$ cat src/rtl/hh_pkg.sv
// Shared constants for the Hodgkin-Huxley Euler integrator: Q-format widths,
// membrane constants, reset values, FSM encodings and multiplier shift codes.
package hh_pkg;

  // Q-formats: voltage and rates are signed Q8.5, gates are unsigned Q1.13.
  localparam int V_W    = 14;
  localparam int V_FRAC = 5;
  localparam int G_W    = 14;
  localparam int G_FRAC = 13;

  // Multiplier operands carry one extra bit so that 1.0 (8192) and V - E fit
  // without wrapping; products saturate into a 20-bit signed accumulator.
  localparam int OP_W   = G_W + 1;
  localparam int PROD_W = 2 * OP_W;
  localparam int ACC_W  = 20;

  // Reversal potentials (Q8.5 mV) and conductances (mS/cm^2, integer/Q8.5).
  localparam logic signed [OP_W-1:0] E_NA = OP_W'(1600);
  localparam logic signed [OP_W-1:0] E_K  = OP_W'(-2464);
  localparam logic signed [OP_W-1:0] E_L  = OP_W'(-1740);
  localparam logic signed [OP_W-1:0] G_NA = OP_W'(120);
  localparam logic signed [OP_W-1:0] G_K  = OP_W'(36);
  localparam logic signed [OP_W-1:0] G_L  = OP_W'(10);

  // Resting state: -65 mV and the matching steady-state gates.
  localparam logic signed [V_W-1:0] V_RST    = V_W'(-2080);
  localparam logic [G_W-1:0]        N_RST    = G_W'(2603);
  localparam logic [G_W-1:0]        M_RST    = G_W'(433);
  localparam logic [G_W-1:0]        H_RST    = G_W'(4883);
  localparam logic [G_W-1:0]        GATE_ONE = G_W'(8192);

  // Step sequencer states.
  localparam logic [2:0] ST_IDLE = 3'd0;
  localparam logic [2:0] ST_GATE = 3'd1;
  localparam logic [2:0] ST_CURR = 3'd2;
  localparam logic [2:0] ST_VOLT = 3'd3;
  localparam logic [2:0] ST_DONE = 3'd4;

  // Post-multiply arithmetic right shift selection.
  typedef enum logic [1:0] {
    SH_0  = 2'd0,
    SH_5  = 2'd1,
    SH_13 = 2'd2
  } mac_shift_e;

endpackage

$ cat src/rtl/hh_integrator_if.sv
// Request/response bundle between the integrator and its neighbours: rate
// inputs from hh_state, stimulus, step handshake and the neuron state outputs.
interface hh_integrator_if
  import hh_pkg::*;
#(
  parameter int W = 14
);

  logic signed [W-1:0] alpha_n;
  logic signed [W-1:0] alpha_m;
  logic signed [W-1:0] alpha_h;
  logic signed [W-1:0] beta_n;
  logic signed [W-1:0] beta_m;
  logic signed [W-1:0] beta_h;
  logic signed [W-1:0] i_stim;
  logic                step_start;
  logic signed [W-1:0] voltage;
  logic [G_W-1:0]      gate_n;
  logic [G_W-1:0]      gate_m;
  logic [G_W-1:0]      gate_h;
  logic                busy;
  logic                step_done;
  logic                spike;

  modport master (
    output alpha_n, alpha_m, alpha_h, beta_n, beta_m, beta_h, i_stim, step_start,
    input  voltage, gate_n, gate_m, gate_h, busy, step_done, spike
  );

  modport slave (
    input  alpha_n, alpha_m, alpha_h, beta_n, beta_m, beta_h, i_stim, step_start,
    output voltage, gate_n, gate_m, gate_h, busy, step_done, spike
  );

endinterface

$ cat src/rtl/hh_mac.sv
// Shared signed multiplier: full-precision product, arithmetic right shift by
// 0, 5 or 13 (floor toward -inf), then saturation into the 20-bit accumulator.
module hh_mac
  import hh_pkg::*;
(
  input  logic signed [OP_W-1:0]  a,
  input  logic signed [OP_W-1:0]  b,
  input  mac_shift_e              shift,
  output logic signed [ACC_W-1:0] y
);

  localparam logic signed [PROD_W-1:0] Y_MAX = PROD_W'((1 <<< (ACC_W-1)) - 1);
  localparam logic signed [PROD_W-1:0] Y_MIN = PROD_W'(-(1 <<< (ACC_W-1)));

  logic signed [PROD_W-1:0] prod;
  logic signed [PROD_W-1:0] shifted;

  function automatic logic signed [ACC_W-1:0] sat_prod(input logic signed [PROD_W-1:0] v);
    if (v > Y_MAX)      sat_prod = {1'b0, {(ACC_W-1){1'b1}}};
    else if (v < Y_MIN) sat_prod = {1'b1, {(ACC_W-1){1'b0}}};
    else                sat_prod = v[ACC_W-1:0];
  endfunction

  // Multiply, scale and clip in one combinational pass.
  always_comb begin
    prod = PROD_W'(a) * PROD_W'(b);
    case (shift)
      SH_5:    shifted = prod >>> V_FRAC;
      SH_13:   shifted = prod >>> G_FRAC;
      default: shifted = prod;
    endcase
    y = sat_prod(shifted);
  end

endmodule

$ cat src/rtl/hh_integrator.sv
// Forward-Euler Hodgkin-Huxley step engine. One shared multiplier is walked
// through 6 gate cycles and 10 current cycles, then the new membrane voltage
// and gates are committed together, giving an 18-cycle step.
module hh_integrator
  import hh_pkg::*;
#(
  parameter int DT_SHIFT = 5,
  parameter int W        = 14
)(
  input logic             clk,
  input logic             rst,
  hh_integrator_if.slave  bus
);

  localparam int GATE_SHIFT = V_FRAC + DT_SHIFT;
  localparam int GS_W       = ACC_W + 2;
  localparam int VS_W       = ACC_W + 3;

  localparam logic signed [ACC_W:0]  ACC_MAX  = (ACC_W+1)'((1 <<< (ACC_W-1)) - 1);
  localparam logic signed [ACC_W:0]  ACC_MIN  = (ACC_W+1)'(-(1 <<< (ACC_W-1)));
  localparam logic signed [GS_W-1:0] GSUM_ONE = GS_W'(GATE_ONE);
  localparam logic signed [VS_W-1:0] V_MAX    = VS_W'((1 <<< (W-1)) - 1);
  localparam logic signed [VS_W-1:0] V_MIN    = VS_W'(-(1 <<< (W-1)));

  // Control and architectural state
  logic [2:0]          state;
  logic [3:0]          sub_cnt;
  logic                busy_q;
  logic                done_q;
  logic                spike_q;
  logic signed [W-1:0] v_q;
  logic [G_W-1:0]      gn_q, gm_q, gh_q;

  // Step-local data (snapshots, working gates, product pipeline)
  logic signed [W-1:0]     an_s, am_s, ah_s, bn_s, bm_s, bh_s, istim_s;
  logic [G_W-1:0]          gn_w, gm_w, gh_w;
  logic signed [ACC_W-1:0] prod_p1;
  logic signed [ACC_W-1:0] acc;

  // Combinational datapath
  logic signed [OP_W-1:0]  mac_a, mac_b;
  mac_shift_e              mac_sh;
  logic signed [ACC_W-1:0] mac_y;
  logic signed [OP_W-1:0]  prod_op;
  logic signed [OP_W-1:0]  v_op;
  logic [G_W-1:0]          x_cur;
  logic signed [W-1:0]     rate_a, rate_b;
  logic signed [ACC_W:0]   gdiff;
  logic signed [GS_W-1:0]  gsum;
  logic [G_W-1:0]          x_new;
  logic signed [ACC_W-1:0] acc_sum;
  logic signed [VS_W-1:0]  vdiff;
  logic signed [VS_W-1:0]  vsum;
  logic signed [W-1:0]     v_new;
  logic                    accept;

  function automatic logic signed [W-1:0] clamp_rate(input logic signed [W-1:0] r);
    clamp_rate = r[W-1] ? '0 : r;
  endfunction

  function automatic logic signed [OP_W-1:0] gate_op(input logic [G_W-1:0] g);
    gate_op = $signed({1'b0, g});
  endfunction

  function automatic logic [G_W-1:0] clamp_gate(input logic signed [GS_W-1:0] s);
    if (s[GS_W-1])         clamp_gate = '0;
    else if (s > GSUM_ONE) clamp_gate = GATE_ONE;
    else                   clamp_gate = s[G_W-1:0];
  endfunction

  function automatic logic signed [ACC_W-1:0] sat_acc(input logic signed [ACC_W:0] s);
    if (s > ACC_MAX)      sat_acc = {1'b0, {(ACC_W-1){1'b1}}};
    else if (s < ACC_MIN) sat_acc = {1'b1, {(ACC_W-1){1'b0}}};
    else                  sat_acc = s[ACC_W-1:0];
  endfunction

  function automatic logic signed [W-1:0] sat_v(input logic signed [VS_W-1:0] s);
    if (s > V_MAX)      sat_v = {1'b0, {(W-1){1'b1}}};
    else if (s < V_MIN) sat_v = {1'b1, {(W-1){1'b0}}};
    else                sat_v = s[W-1:0];
  endfunction

  assign accept  = (state == ST_IDLE) && bus.step_start;
  assign prod_op = prod_p1[OP_W-1:0];
  assign v_op    = OP_W'(v_q);

  hh_mac u_mac (
    .a     (mac_a),
    .b     (mac_b),
    .shift (mac_sh),
    .y     (mac_y)
  );

  // Route snapshot rates, working gates, voltage and the last product into the multiplier.
  always_comb begin
    x_cur  = gn_w;
    rate_a = an_s;
    rate_b = bn_s;
    case (sub_cnt[2:1])
      2'd1: begin x_cur = gm_w; rate_a = am_s; rate_b = bm_s; end
      2'd2: begin x_cur = gh_w; rate_a = ah_s; rate_b = bh_s; end
      default: ;
    endcase

    mac_a  = '0;
    mac_b  = '0;
    mac_sh = SH_0;
    if (state == ST_GATE) begin
      if (!sub_cnt[0]) begin
        mac_a = OP_W'(rate_a);
        mac_b = gate_op(GATE_ONE) - gate_op(x_cur);
      end else begin
        mac_a = OP_W'(rate_b);
        mac_b = gate_op(x_cur);
      end
    end else if (state == ST_CURR) begin
      case (sub_cnt)
        4'd0: begin mac_a = gate_op(gm_w); mac_b = gate_op(gm_w); mac_sh = SH_13; end
        4'd1: begin mac_a = prod_op;       mac_b = gate_op(gm_w); mac_sh = SH_13; end
        4'd2: begin mac_a = prod_op;       mac_b = gate_op(gh_w); mac_sh = SH_13; end
        4'd3: begin mac_a = prod_op;       mac_b = v_op - E_NA;   mac_sh = SH_13; end
        4'd4: begin mac_a = G_NA;          mac_b = prod_op;       mac_sh = SH_0;  end
        4'd5: begin mac_a = gate_op(gn_w); mac_b = gate_op(gn_w); mac_sh = SH_13; end
        4'd6: begin mac_a = prod_op;       mac_b = prod_op;       mac_sh = SH_13; end
        4'd7: begin mac_a = prod_op;       mac_b = v_op - E_K;    mac_sh = SH_13; end
        4'd8: begin mac_a = G_K;           mac_b = prod_op;       mac_sh = SH_0;  end
        4'd9: begin mac_a = G_L;           mac_b = v_op - E_L;    mac_sh = SH_5;  end
        default: ;
      endcase
    end
  end

  // Euler gate update: p1 (alpha term) is in prod_p1, p2 (beta term) is on the multiplier now.
  always_comb begin
    gdiff = (ACC_W+1)'(prod_p1) - (ACC_W+1)'(mac_y);
    gsum  = GS_W'(gate_op(x_cur)) + GS_W'(gdiff >>> GATE_SHIFT);
    x_new = clamp_gate(gsum);
  end

  // Accumulate the latest current term and form the next membrane voltage.
  always_comb begin
    acc_sum = sat_acc((ACC_W+1)'(acc) + (ACC_W+1)'(prod_p1));
    vdiff   = VS_W'(istim_s) - VS_W'(acc_sum);
    vsum    = VS_W'(v_q) + (vdiff >>> DT_SHIFT);
    v_new   = sat_v(vsum);
  end

  // Step sequencer and committed outputs.
  always_ff @(posedge clk) begin
    if (rst) begin
      state   <= ST_IDLE;
      sub_cnt <= '0;
      busy_q  <= 1'b0;
      done_q  <= 1'b0;
      spike_q <= 1'b0;
      v_q     <= V_RST;
      gn_q    <= N_RST;
      gm_q    <= M_RST;
      gh_q    <= H_RST;
    end else begin
      done_q  <= 1'b0;
      spike_q <= 1'b0;
      case (state)
        ST_IDLE: begin
          if (bus.step_start) begin
            state   <= ST_GATE;
            sub_cnt <= '0;
            busy_q  <= 1'b1;
          end
        end
        ST_GATE: begin
          if (sub_cnt == 4'd5) begin
            state   <= ST_CURR;
            sub_cnt <= '0;
          end else begin
            sub_cnt <= sub_cnt + 4'd1;
          end
        end
        ST_CURR: begin
          if (sub_cnt == 4'd9) begin
            state   <= ST_VOLT;
            sub_cnt <= '0;
          end else begin
            sub_cnt <= sub_cnt + 4'd1;
          end
        end
        ST_VOLT: begin
          v_q     <= v_new;
          gn_q    <= gn_w;
          gm_q    <= gm_w;
          gh_q    <= gh_w;
          done_q  <= 1'b1;
          spike_q <= (v_q[W-1] || (v_q == '0)) && !v_new[W-1] && (v_new != '0);
          state   <= ST_DONE;
        end
        ST_DONE: begin
          state  <= ST_IDLE;
          busy_q <= 1'b0;
        end
        default: begin
          state  <= ST_IDLE;
          busy_q <= 1'b0;
        end
      endcase
    end
  end

  // Stage p0 -> p1: input snapshot, working gates, registered product and accumulator.
  always_ff @(posedge clk) begin
    prod_p1 <= mac_y;
    if (accept) begin
      an_s    <= clamp_rate(bus.alpha_n);
      am_s    <= clamp_rate(bus.alpha_m);
      ah_s    <= clamp_rate(bus.alpha_h);
      bn_s    <= clamp_rate(bus.beta_n);
      bm_s    <= clamp_rate(bus.beta_m);
      bh_s    <= clamp_rate(bus.beta_h);
      istim_s <= bus.i_stim;
      gn_w    <= gn_q;
      gm_w    <= gm_q;
      gh_w    <= gh_q;
    end
    if (state == ST_GATE && sub_cnt[0]) begin
      case (sub_cnt[2:1])
        2'd0:    gn_w <= x_new;
        2'd1:    gm_w <= x_new;
        default: gh_w <= x_new;
      endcase
    end
    if (state == ST_CURR && sub_cnt == 4'd5) begin
      acc <= prod_p1;
    end else if (state == ST_CURR && sub_cnt == 4'd9) begin
      acc <= acc_sum;
    end
  end

  assign bus.voltage   = v_q;
  assign bus.gate_n    = gn_q;
  assign bus.gate_m    = gm_q;
  assign bus.gate_h    = gh_q;
  assign bus.busy      = busy_q;
  assign bus.step_done = done_q;
  assign bus.spike     = spike_q;

endmodule

$ cat src/flat_wrapper.sv
// flat-port wrapper written by rule: the top's interface ports become plain ports
module hh_integrator_flat import hh_pkg::*;
#(
  parameter int DT_SHIFT = 5,
  parameter int W        = 14
)
  (clk, rst, bus_alpha_n, bus_alpha_m, bus_alpha_h, bus_beta_n, bus_beta_m, bus_beta_h, bus_i_stim, bus_step_start, bus_voltage, bus_gate_n, bus_gate_m, bus_gate_h, bus_busy, bus_step_done, bus_spike);
  hh_integrator_if #(.W(W)) bus_i ();
  input logic clk;
  input logic rst;
  input wire logic [$bits(bus_i.alpha_n)-1:0] bus_alpha_n;
  input wire logic [$bits(bus_i.alpha_m)-1:0] bus_alpha_m;
  input wire logic [$bits(bus_i.alpha_h)-1:0] bus_alpha_h;
  input wire logic [$bits(bus_i.beta_n)-1:0] bus_beta_n;
  input wire logic [$bits(bus_i.beta_m)-1:0] bus_beta_m;
  input wire logic [$bits(bus_i.beta_h)-1:0] bus_beta_h;
  input wire logic [$bits(bus_i.i_stim)-1:0] bus_i_stim;
  input wire logic [$bits(bus_i.step_start)-1:0] bus_step_start;
  output wire logic [$bits(bus_i.voltage)-1:0] bus_voltage;
  output wire logic [$bits(bus_i.gate_n)-1:0] bus_gate_n;
  output wire logic [$bits(bus_i.gate_m)-1:0] bus_gate_m;
  output wire logic [$bits(bus_i.gate_h)-1:0] bus_gate_h;
  output wire logic [$bits(bus_i.busy)-1:0] bus_busy;
  output wire logic [$bits(bus_i.step_done)-1:0] bus_step_done;
  output wire logic [$bits(bus_i.spike)-1:0] bus_spike;
  assign bus_i.alpha_n = bus_alpha_n;
  assign bus_i.alpha_m = bus_alpha_m;
  assign bus_i.alpha_h = bus_alpha_h;
  assign bus_i.beta_n = bus_beta_n;
  assign bus_i.beta_m = bus_beta_m;
  assign bus_i.beta_h = bus_beta_h;
  assign bus_i.i_stim = bus_i_stim;
  assign bus_i.step_start = bus_step_start;
  assign bus_voltage = bus_i.voltage;
  assign bus_gate_n = bus_i.gate_n;
  assign bus_gate_m = bus_i.gate_m;
  assign bus_gate_h = bus_i.gate_h;
  assign bus_busy = bus_i.busy;
  assign bus_step_done = bus_i.step_done;
  assign bus_spike = bus_i.spike;
  hh_integrator #(.DT_SHIFT(DT_SHIFT), .W(W)) u_core (.clk(clk), .rst(rst), .bus(bus_i));
endmodule
$ cat config.mk
export PLATFORM = sky130hd
export DESIGN_NAME = hh_integrator_flat
export DESIGN_NICKNAME = d
export VERILOG_FILES = /design/src/rtl/hh_pkg.sv /design/src/rtl/hh_integrator_if.sv /design/src/rtl/hh_mac.sv /design/src/rtl/hh_integrator.sv /design/src/flat_wrapper.sv
export SDC_FILE = /design/constraint.sdc
export NUM_CORES = 1
export LEC_CHECK = 0
export BUFFER_PORTS_ARGS = -buffer_cell sky130_fd_sc_hd__buf_4
export CORE_MARGIN = 2
export CORE_UTILIZATION = 40
export DETAILED_ROUTE_END_ITERATION = 10
export PLACE_DENSITY_LB_ADDON = 0.2
export RECOVER_POWER = 25
export SKIP_CTS_REPAIR_TIMING = 1
export SLEW_MARGIN = 20
export SYNTH_ARGS = -nofsm -noshare
export SYNTH_HDL_FRONTEND = slang
export SYNTH_SLANG_ARGS = --single-unit
$ cat constraint.sdc
create_clock -name clk -period 25.5 [get_ports clk]
set_input_delay 5.1 -clock clk [delete_from_list [all_inputs] [get_ports clk]]
set_output_delay 5.1 -clock clk [all_outputs]
set_load 0.02 [all_outputs]
; Yosys cells after proc, flatten, opt, wreduce, memory -nomap -nowiden
; Index checks and enable logic that the tools add are counted.
; Widths: inputs -> output; s select.
[classes]
n_addsub = 10
mul = 1
order_cmp = 7
eq_ne = 19
muxes = 45
n_bitwise = 2
reduce_logical = 25
[op_table]
columns = cell, n
row1 = $mux 14, 13
row2 = $mux 20, 6
row3 = $pmux 15 s7, 1
row4 = $mux 15, 6
row5 = $pmux 15 s6, 1
row6 = $pmux 14 s2, 3
row7 = $pmux 29 s2, 1
row8 = $gt 30x20->1 const B, 1
row9 = $lt 30x20->1 const B, 1
row10 = $mul 15x15->30, 1
row11 = $sub 14x12->15 const B, 2
row12 = $gt 23x14->1 const B, 1
row13 = $lt 23x14->1 const B, 1
row14 = $gt 22x15->1 const B, 1
row15 = $add 20x20->21, 1
row16 = $gt 21x20->1 const B, 1
row17 = $lt 21x20->1 const B, 1
row18 = $sub 14x20->21, 1
row19 = $sub 20x20->21, 1
row20 = $add 14x16->17, 1
row21 = $add 15x11->16, 1
row22 = $eq 4x3->1 const B, 4
row23 = $sub 14x13->15 const B, 1
row24 = $sub 14x14->15 const A, 1
row25 = 34 further kinds, 57
[totals]
register_bits = 246
in_bits = 101

; Longest topological paths before layout
[depth]
ltp_word = 17
ltp_mapped = 74
ltp_nobuf = 67

; Cells and area by module
; Synthesis repeated with hierarchy kept, for this count alone.
[hier_totals]
hier_cells = 2887
hier_area_um2 = 25306.8
[by_module_without_submodules]
columns = mod, n_inst, cells_each, area_each_um2, seq_area_each_um2
row1 = hh_integrator, 1, 1801, 15833.9, 5925.7
row2 = hh_mac, 1, 1086, 9472.8, 0.0

; Worst setup path after synthesis
; OpenSTA, ideal clock, no wires.
[synth_timing]
kind = flip-flop to flip-flop
start = register u_core.sub_cnt[2]
end = register u_core.gh_w[0]
setup_ns = 0.076
arrival_ns = 15.216
required_time_ns = 25.424
setup_slack_ns = 10.208
path_stages_with_launch = 70
path_buffers = 7
cell_sequence = dfxtp_1 clkbuf_1 inv_1 ha_1 clkbuf_1 clkbuf_1 clkbuf_1 a21oi_1 inv_1 ha_1 nand2_1 or3_1 nor3_1 and3_1 and3_1 nor2_1 xnor2_1 a22oi_1 [34 not listed] fa_1 a21oi_1 nor2_1 nor2_1 o21bai_1 a21oi_1 o21bai_1 a21oi_1 nor2b_1 o21a_1 o41ai_1 nor3b_1 nor3_1 and3_1 mux2i_2 a21oi_4 nand2_4 o22ai_1
[synth_via]
elab_chain_cells = 17
elab_cells_between_ends = 48
classes_between = 3 x add/sub / 1 x mul / 3 x order compare / 13 x eq/ne / 21 x mux / 7 x reduce/logical
[synth_rtl]
columns = item, line_no
row1 = start: declaration, hh_integrator.sv:27  ; logic [3:0] sub_cnt;
row2 = start signal: assignment, hh_integrator.sv:176  ; sub_cnt <= sub_cnt + 4'd1;
row3 = start signal: assignment, hh_integrator.sv:184  ; sub_cnt <= sub_cnt + 4'd1;
row4 = $eq 2x2->1 (tied with other cells), hh_integrator.sv:99  ; case (sub_cnt[2:1])
row5 = $pmux 14 s2 (tied with other cells), hh_integrator.sv:99
row6 = $sub 14x14->15 (tied with other cells), hh_integrator.sv:111  ; mac_b = gate_op(GATE_ONE) - gate_op(x_cur);
row7 = $mux 15 (tied with other cells), hh_integrator.sv:109  ; if (!sub_cnt[0]) begin
row8 = $mux 15 / $mux 2 (equally long branches), hh_integrator.sv:108  ; if (state == ST_GATE) begin
row9 = $mul 15x15->30 (tied with other cells), hh_mac.sv:26  ; prod = PROD_W'(a) * PROD_W'(b);
row10 = $pmux 29 s2, hh_mac.sv:27  ; case (shift)
row11 = $lt 30x20->1, hh_mac.sv:20  ; else if (v < Y_MIN) sat_prod = {1'b1, {(ACC_W-1){1'b0}}};
row12 = [2 not listed], n/a
row13 = via u_core.mac_y[19], hh_integrator.sv:43  ; logic signed [ACC_W-1:0] mac_y;
row14 = $sub 20x20->21 (*), hh_integrator.sv:135  ; gdiff = (ACC_W+1)'(prod_p1) - (ACC_W+1)'(mac_y);
row15 = $add 15x11->16 (*), hh_integrator.sv:136  ; gsum = GS_W'(gate_op(x_cur)) + GS_W'(gdiff >>> GATE_SHIFT);
row16 = $gt 22x15->1, hh_integrator.sv:67  ; else if (s > GSUM_ONE) clamp_gate = GATE_ONE;
row17 = $mux 14, hh_integrator.sv:67
row18 = $mux 14 (*), hh_integrator.sv:66  ; if (s[GS_W-1]) clamp_gate = '0;
row19 = $mux 14 (*), hh_integrator.sv:224  ; case (sub_cnt[2:1])
row20 = $mux 14 (*), hh_integrator.sv:223  ; if (state == ST_GATE && sub_cnt[0]) begin
row21 = end signal: assignment, hh_integrator.sv:221  ; gh_w <= gh_q;
row22 = end signal: assignment, hh_integrator.sv:227  ; default: gh_w <= x_new;
row23 = end: declaration, hh_integrator.sv:36  ; logic [G_W-1:0] gn_w, gm_w, gh_w;
; The timed path passes the listed nets; every way through them passes the cells marked *.
; A chain may end at the register's enable or synchronous reset.

; Worst setup path in the final report
[layout_timing]
start = register u_core.sub_cnt[2]
end = register u_core.gm_w[9]
[layout_via]
elab_chain_cells = 17
elab_cells_between_ends = 46
classes_between = 3 x add/sub / 1 x mul / 3 x order compare / 13 x eq/ne / 21 x mux / 5 x reduce/logical
[layout_rtl]
columns = item, line_no
row1 = $eq 2x2->1 (tied with other cells), hh_integrator.sv:99
row2 = $pmux 14 s2 (tied with other cells), hh_integrator.sv:99
row3 = $sub 14x14->15 (tied with other cells), hh_integrator.sv:111
row4 = $mux 15 (tied with other cells), hh_integrator.sv:109
row5 = $mux 15 / $mux 2 (equally long branches), hh_integrator.sv:108
row6 = $mul 15x15->30 (tied with other cells), hh_mac.sv:26
row7 = $pmux 29 s2, hh_mac.sv:27
row8 = $lt 30x20->1, hh_mac.sv:20
row9 = $mux 20, hh_mac.sv:20
row10 = $mux 20, hh_mac.sv:19  ; if (v > Y_MAX) sat_prod = {1'b0, {(ACC_W-1){1'b1}}};
row11 = $sub 20x20->21, hh_integrator.sv:135
row12 = $add 15x11->16, hh_integrator.sv:136
row13 = $gt 22x15->1, hh_integrator.sv:67
row14 = $mux 14, hh_integrator.sv:67
row15 = $mux 14, hh_integrator.sv:66
row16 = $mux 14 (*), hh_integrator.sv:224
row17 = $mux 14 (*), hh_integrator.sv:223
row18 = end signal: assignment, hh_integrator.sv:220  ; gm_w <= gm_q;
row19 = end signal: assignment, hh_integrator.sv:226  ; 2'd1: gm_w <= x_new;
row20 = end: declaration, hh_integrator.sv:36
; Every way passes the cells marked *; elsewhere a longest branch is shown, timed or not.

==> metrics.txt <==
# TYPE chip_impl_metric gauge
chip_impl_metric{name="adder_and_majority_cell_fraction_of_the_synthesized_area",unit="%"} 27.7
chip_impl_metric{name="setup_viol",unit=""} 0
chip_impl_metric{name="grt_usage",unit="%"} 23.3
chip_impl_metric{name="grt_overflow_total",unit=""} 0
chip_impl_metric{name="design.portCount",unit=""} 160
chip_impl_metric{name="layout-drive-gt1-share",unit="%"} 10.0
chip_impl_metric{name="timing.final.crit_period",unit="ns"} 16.90
chip_impl_info{name="timing.critical_path.to",value="u_core.gm_w[9]"} 1
chip_impl_info{name="rr_endpoint",value="u_core.gm_w[9]"} 1
chip_impl_metric{name="grt_max_degree",unit=""} 88
chip_impl_metric{name="reg2reg_depth",unit=""} 58
chip_impl_metric{name="post_drt_via_cell_ratio",unit=""} 5.57
chip_impl_metric{name="report.power.total",unit="mW"} 3.04
chip_impl_metric{name="count_of_nets_after_finishing",unit=""} 3425
chip_impl_metric{name="place.detailed.hpwl",unit="mm"} 58.2
chip_impl_metric{name="postSynthNetCount",unit=""} 3331
chip_impl_info{name="r2r_start",value="u_core.sub_cnt[2]"} 1
chip_impl_info{name="cp_capture_type",value="flop"} 1
chip_impl_metric{name="maxClockFrequency",unit="MHz"} 59.2
chip_impl_metric{name="clkSlewWorstSetupHoldPaths",unit="ns"} 0.06
chip_impl_metric{name="yosys.area_share.simple",unit="%"} 17.5
chip_impl_metric{name="routed-via-count",unit=""} 20800
chip_impl_info{name="max_stage_delay_cell_worst_path",value="sky130_fd_sc_hd__dfxtp_1"} 1
chip_impl_info{name="commonest_register_cell_after_synthesis",value="sky130_fd_sc_hd__dfxtp_1"} 1
chip_impl_info{name="grt_setup_unrepaired",value="no"} 1
chip_impl_metric{name="worst-endpoint-arrival",unit="ns"} 17.40
chip_impl_metric{name="max-clock-path-buffers",unit=""} 3
chip_impl_metric{name="port_buffers",unit=""} 159
chip_impl_info{name="outcome",value="completed"} 1
chip_impl_metric{name="numClockSinks",unit=""} 240
chip_impl_metric{name="finalNonFillerCells",unit=""} 3727
chip_impl_info{name="main_combinational_cell_family_by_area_after_synthesis",value="adder cells"} 1
chip_impl_metric{name="worst_slew_margin_rel",unit="%"} 29.7
chip_impl_metric{name="insertion_delay",unit="ns"} 0.58
chip_impl_metric{name="ys_seq_elements",unit=""} 240
chip_impl_metric{name="yosysTopAreaCellShare",unit="%"} 18.3
chip_impl_metric{name="synth_mux_area_share",unit="%"} 1.95
chip_impl_info{name="timing.hold.worst.class",value="reg2reg"} 1
chip_impl_metric{name="syn_to_final_growth",unit="%"} 11.7
chip_impl_metric{name="die_w",unit="um"} 253
chip_impl_metric{name="cap_violations",unit=""} 0
chip_impl_info{name="synth_largest_area_cell",value="sky130_fd_sc_hd__fa_1"} 1
chip_impl_info{name="start_kind",value="flop"} 1
chip_impl_info{name="cpMostUsedCell",value="sky130_fd_sc_hd__fa_1"} 1
chip_impl_metric{name="totalNegativeSetupSlack",unit="ns"} 0
chip_impl_metric{name="post_detailed_route_count_of_antenna_violating_nets",unit=""} 0
chip_impl_metric{name="timing_worst_slew_pin_value",unit="ns"} 1.06
chip_impl_metric{name="slew_viol_final",unit=""} 0
chip_impl_metric{name="power.ir.vdd_worst",unit="mV"} 0.195
chip_impl_metric{name="cts_max_level",unit=""} 1
chip_impl_metric{name="post-place-cells",unit=""} 3676
chip_impl_metric{name="post_drt_wl_per_cell",unit="um"} 20.0
chip_impl_metric{name="tritoncts.num_buffers",unit=""} 27
chip_impl_metric{name="critPathMaxStageDelay",unit="ns"} 0.83
chip_impl_metric{name="synth_enable_flop_cells",unit=""} 112
chip_impl_metric{name="rows",unit=""} 91
chip_impl_metric{name="rrSetupSlack",unit="ns"} 8.60
chip_impl_metric{name="drc_errors",unit=""} 0
chip_impl_metric{name="syn_area",unit="um2"} 24700
chip_impl_info{name="cts_tree",value="yes"} 1
chip_impl_metric{name="totalWireLength",unit="mm"} 74.6
chip_impl_metric{name="leakagePower",unit="nW"} 12.3
chip_impl_metric{name="drt_iter0_markers",unit=""} 1598
chip_impl_info{name="root_buffer",value="sky130_fd_sc_hd__clkbuf_16"} 1
chip_impl_metric{name="n_antenna_cell",unit=""} 0
chip_impl_metric{name="synth_area_in_compound_gates",unit="%"} 17.6
chip_impl_metric{name="fp.dieH",unit="um"} 253
chip_impl_metric{name="postLayoutCoreUtil",unit="%"} 45.0
chip_impl_metric{name="power.density",unit="nW/um2"} 110
chip_impl_metric{name="synth.yosys.seq_area_share",unit="%"} 24.0
chip_impl_metric{name="path_max_fanout",unit=""} 24
chip_impl_metric{name="global_route_wire_length_before_repair",unit="mm"} 118
chip_impl_info{name="crit_type",value="reg2reg"} 1
chip_impl_metric{name="finalHoldViolations",unit=""} 0
chip_impl_metric{name="min_period_over_period",unit="%"} 66.3
chip_impl_metric{name="first_global_vias",unit=""} 20900
chip_impl_metric{name="post_synth_xor_area_fraction",unit="%"} 4.07
chip_impl_metric{name="fin_worst_skew",unit="ns"} 0.0244
chip_impl_metric{name="number_of_distinct_library_cell_variants_in_the_gate_level_netlist_after_synthesis",unit=""} 98
chip_impl_metric{name="yosysWarnings",unit=""} 0
chip_impl_metric{name="dieArea",unit="um2"} 63800
chip_impl_metric{name="netlist_instances",unit=""} 2822
chip_impl_metric{name="post_synth.cell_area_avg",unit="um2"} 8.77
chip_impl_metric{name="data_required_time_at_the_worst_endpoint",unit="ns"} 25.99
chip_impl_info{name="crit_start",value="u_core.sub_cnt[2]"} 1
chip_impl_metric{name="initial_standard_cell_utilization_of_the_core",unit="%"} 40.3
chip_impl_metric{name="proportion_of_synthesized_flip_flops_having_asynchronous_set_or_reset",unit="%"} 0
chip_impl_metric{name="place.gp.congestion",unit=""} 0.946
chip_impl_metric{name="worst_hold_slack",unit="ns"} 0.477
chip_impl_metric{name="design.core.area",unit="um2"} 61400
chip_impl_info{name="leading_cell_types_by_total_area_after_synthesis",value="sky130_fd_sc_hd__fa_1 (18%), sky130_fd_sc_hd__edfxtp_1 (14%), sky130_fd_sc_hd__dfxtp_1 (10%), sky130_fd_sc_hd__ha_1 (9.2%), sky130_fd_sc_hd__inv_1 (5.2%)"} 1
chip_impl_metric{name="drt_pre_antenna_iters",unit=""} 6
chip_impl_metric{name="initial_antenna_violation_count",unit=""} 1
-- worst max-delay path: cells and delay by family, from the launching register on --
family,cells,cell delay (ns)
adders and majority gates,12,5.61
xor gates and xnor gates,2,0.35
and+or+nand+nor,18,3.58
muxes,1,0.10
DFF,1,0.83
buffers and inverters,4,0.46
AOI/OAI and AO/OA,21,5.84
-- sequential cells by signal (all words and copies together) (netlist names) --
| register | count |
|---|---|
| u_core.bm_s | 13 |
| u_core.ah_s | 13 |
| u_core.gh_w | 14 |
| u_core.bus.voltage | 14 |
| u_core.bh_s | 13 |
| u_core.gm_w | 14 |
| u_core.bus.gate_m | 14 |
| u_core.acc | 20 |
| u_core.istim_s | 14 |
| u_core.prod_p1 | 20 |
| u_core.gn_w | 14 |
| u_core.bus.busy | 1 |
| u_core.bus.step_done | 1 |
| u_core.am_s | 13 |
| u_core.bus.spike | 1 |
| u_core.sub_cnt | 4 |
| u_core.bus.gate_n | 14 |
| u_core.bus.gate_h | 14 |
| u_core.state | 3 |
| u_core.an_s | 13 |
| u_core.bn_s | 13 |
-- power breakdown --
part           total (mW)  switching [mW]  internal (mW)  leakage (nW)
Sequential          0.508          0.0600          0.448          2.12
Combinational        2.15            1.37          0.781          9.73
Clock               0.384           0.168          0.216         0.420
Total                3.04            1.60           1.45          12.3
-- worst min-delay path by stage --
stage / endpoint / from / cells past startpoint / slack, ns
2_1_floorplan: u_core.bus.gate_h[13] / u_core.gh_w[13] / 2 / 0.45
3_3_place_gp: u_core.bus.gate_n[7] / u_core.bus.gate_n[7] / 2 / 0.47
3_5_place_dp: u_core.bus.gate_h[6] / u_core.bus.gate_h[6] / 2 / 0.47
4_1_cts: u_core.bus.gate_h[6] / u_core.bus.gate_h[6] / 2 / 0.48
5_1_grt: u_core.bus.gate_h[6] / u_core.bus.gate_h[6] / 2 / 0.50
6_report: u_core.bus.gate_h[6] / u_core.bus.gate_h[6] / 2 / 0.48
-- layout by cell type, fill, tap and decap left out, drive strengths merged, types with 16 or more instances in the layout --
| master | instances |
|---|---|
| ha | 182 |
| a21oi | 194 |
| nand2b | 58 |
| edfxtp | 112 |
| a31oi | 18 |
| a22o | 16 |
| mux2i | 43 |
| fa | 226 |
| xnor2 | 82 |
| nand2 | 322 |
| a21o | 37 |
| inv | 344 |
| nand3 | 26 |
| xor2 | 33 |
| nand3b | 22 |
| buf | 184 |
| nor2b | 147 |
| and2 | 23 |
| nor3 | 41 |
| o21a | 18 |
| nor2 | 174 |
| o21ai | 120 |
| clkbuf | 58 |
| dfxtp | 128 |
| o22ai | 45 |
| a221oi | 30 |
| a22oi | 36 |
| a211oi | 26 |
-- final cells by class --
class	count	area [um2]
clock buffer	37	743
inverter	341	1280
multi-input combinational	2101	17100
sequential	240	5930
tap	790	988
fill	6003	33700
clock inverter	13	119
timing repair buffer	205	1530
-- through the flow --
stage	worst slack, ns	area [um2]
6_report	8.60	27600
5_1_grt	7.30	27600
4_1_cts	8.69	27600
3_5_place_dp	8.77	26800
3_3_place_gp	9.24	26800
2_1_floorplan	10.21	24700
-- cells in the mapped netlist, drive strengths merged, types with 18 or more instances --
cell type  instances
ha               182
edfxtp           112
nor2b            147
o21a              18
a21o              37
fa               226
o21ai            120
a21oi            194
inv              341
xnor2             82
nor3              41
xor2              33
dfxtp            128
o22ai             45
clkbuf           126
a221oi            30
nand3b            22
nand2            322
and2              23
mux2i             43
nor2             174
a22oi             36
nand2b            58
a31oi             18
nand3             26
a211oi            26
-- metal layers --
layer  vias to the layer above  GRT usage (%)  part of all wire, %
li1                       9793              -                    -
met5                         -              0                    0
met4                         0           5.27                  2.1
met1                     10300           32.2                   45
met3                        95           2.64                  5.3
met2                       576           39.2                   48
-- logic make-up (layout without fill, tap and decap cells) --
logic type,count (synthesis),count (layout)
AO/OA/AOI/OAI,648,648
XOR/XNOR,115,115
adder cells (fa/ha/maj),412,412
buffers and inverters,481,596
flip-flops,240,240
multiplexers,47,47
AND/OR/NAND/NOR,879,879
(Power assumes the default switching activity.)
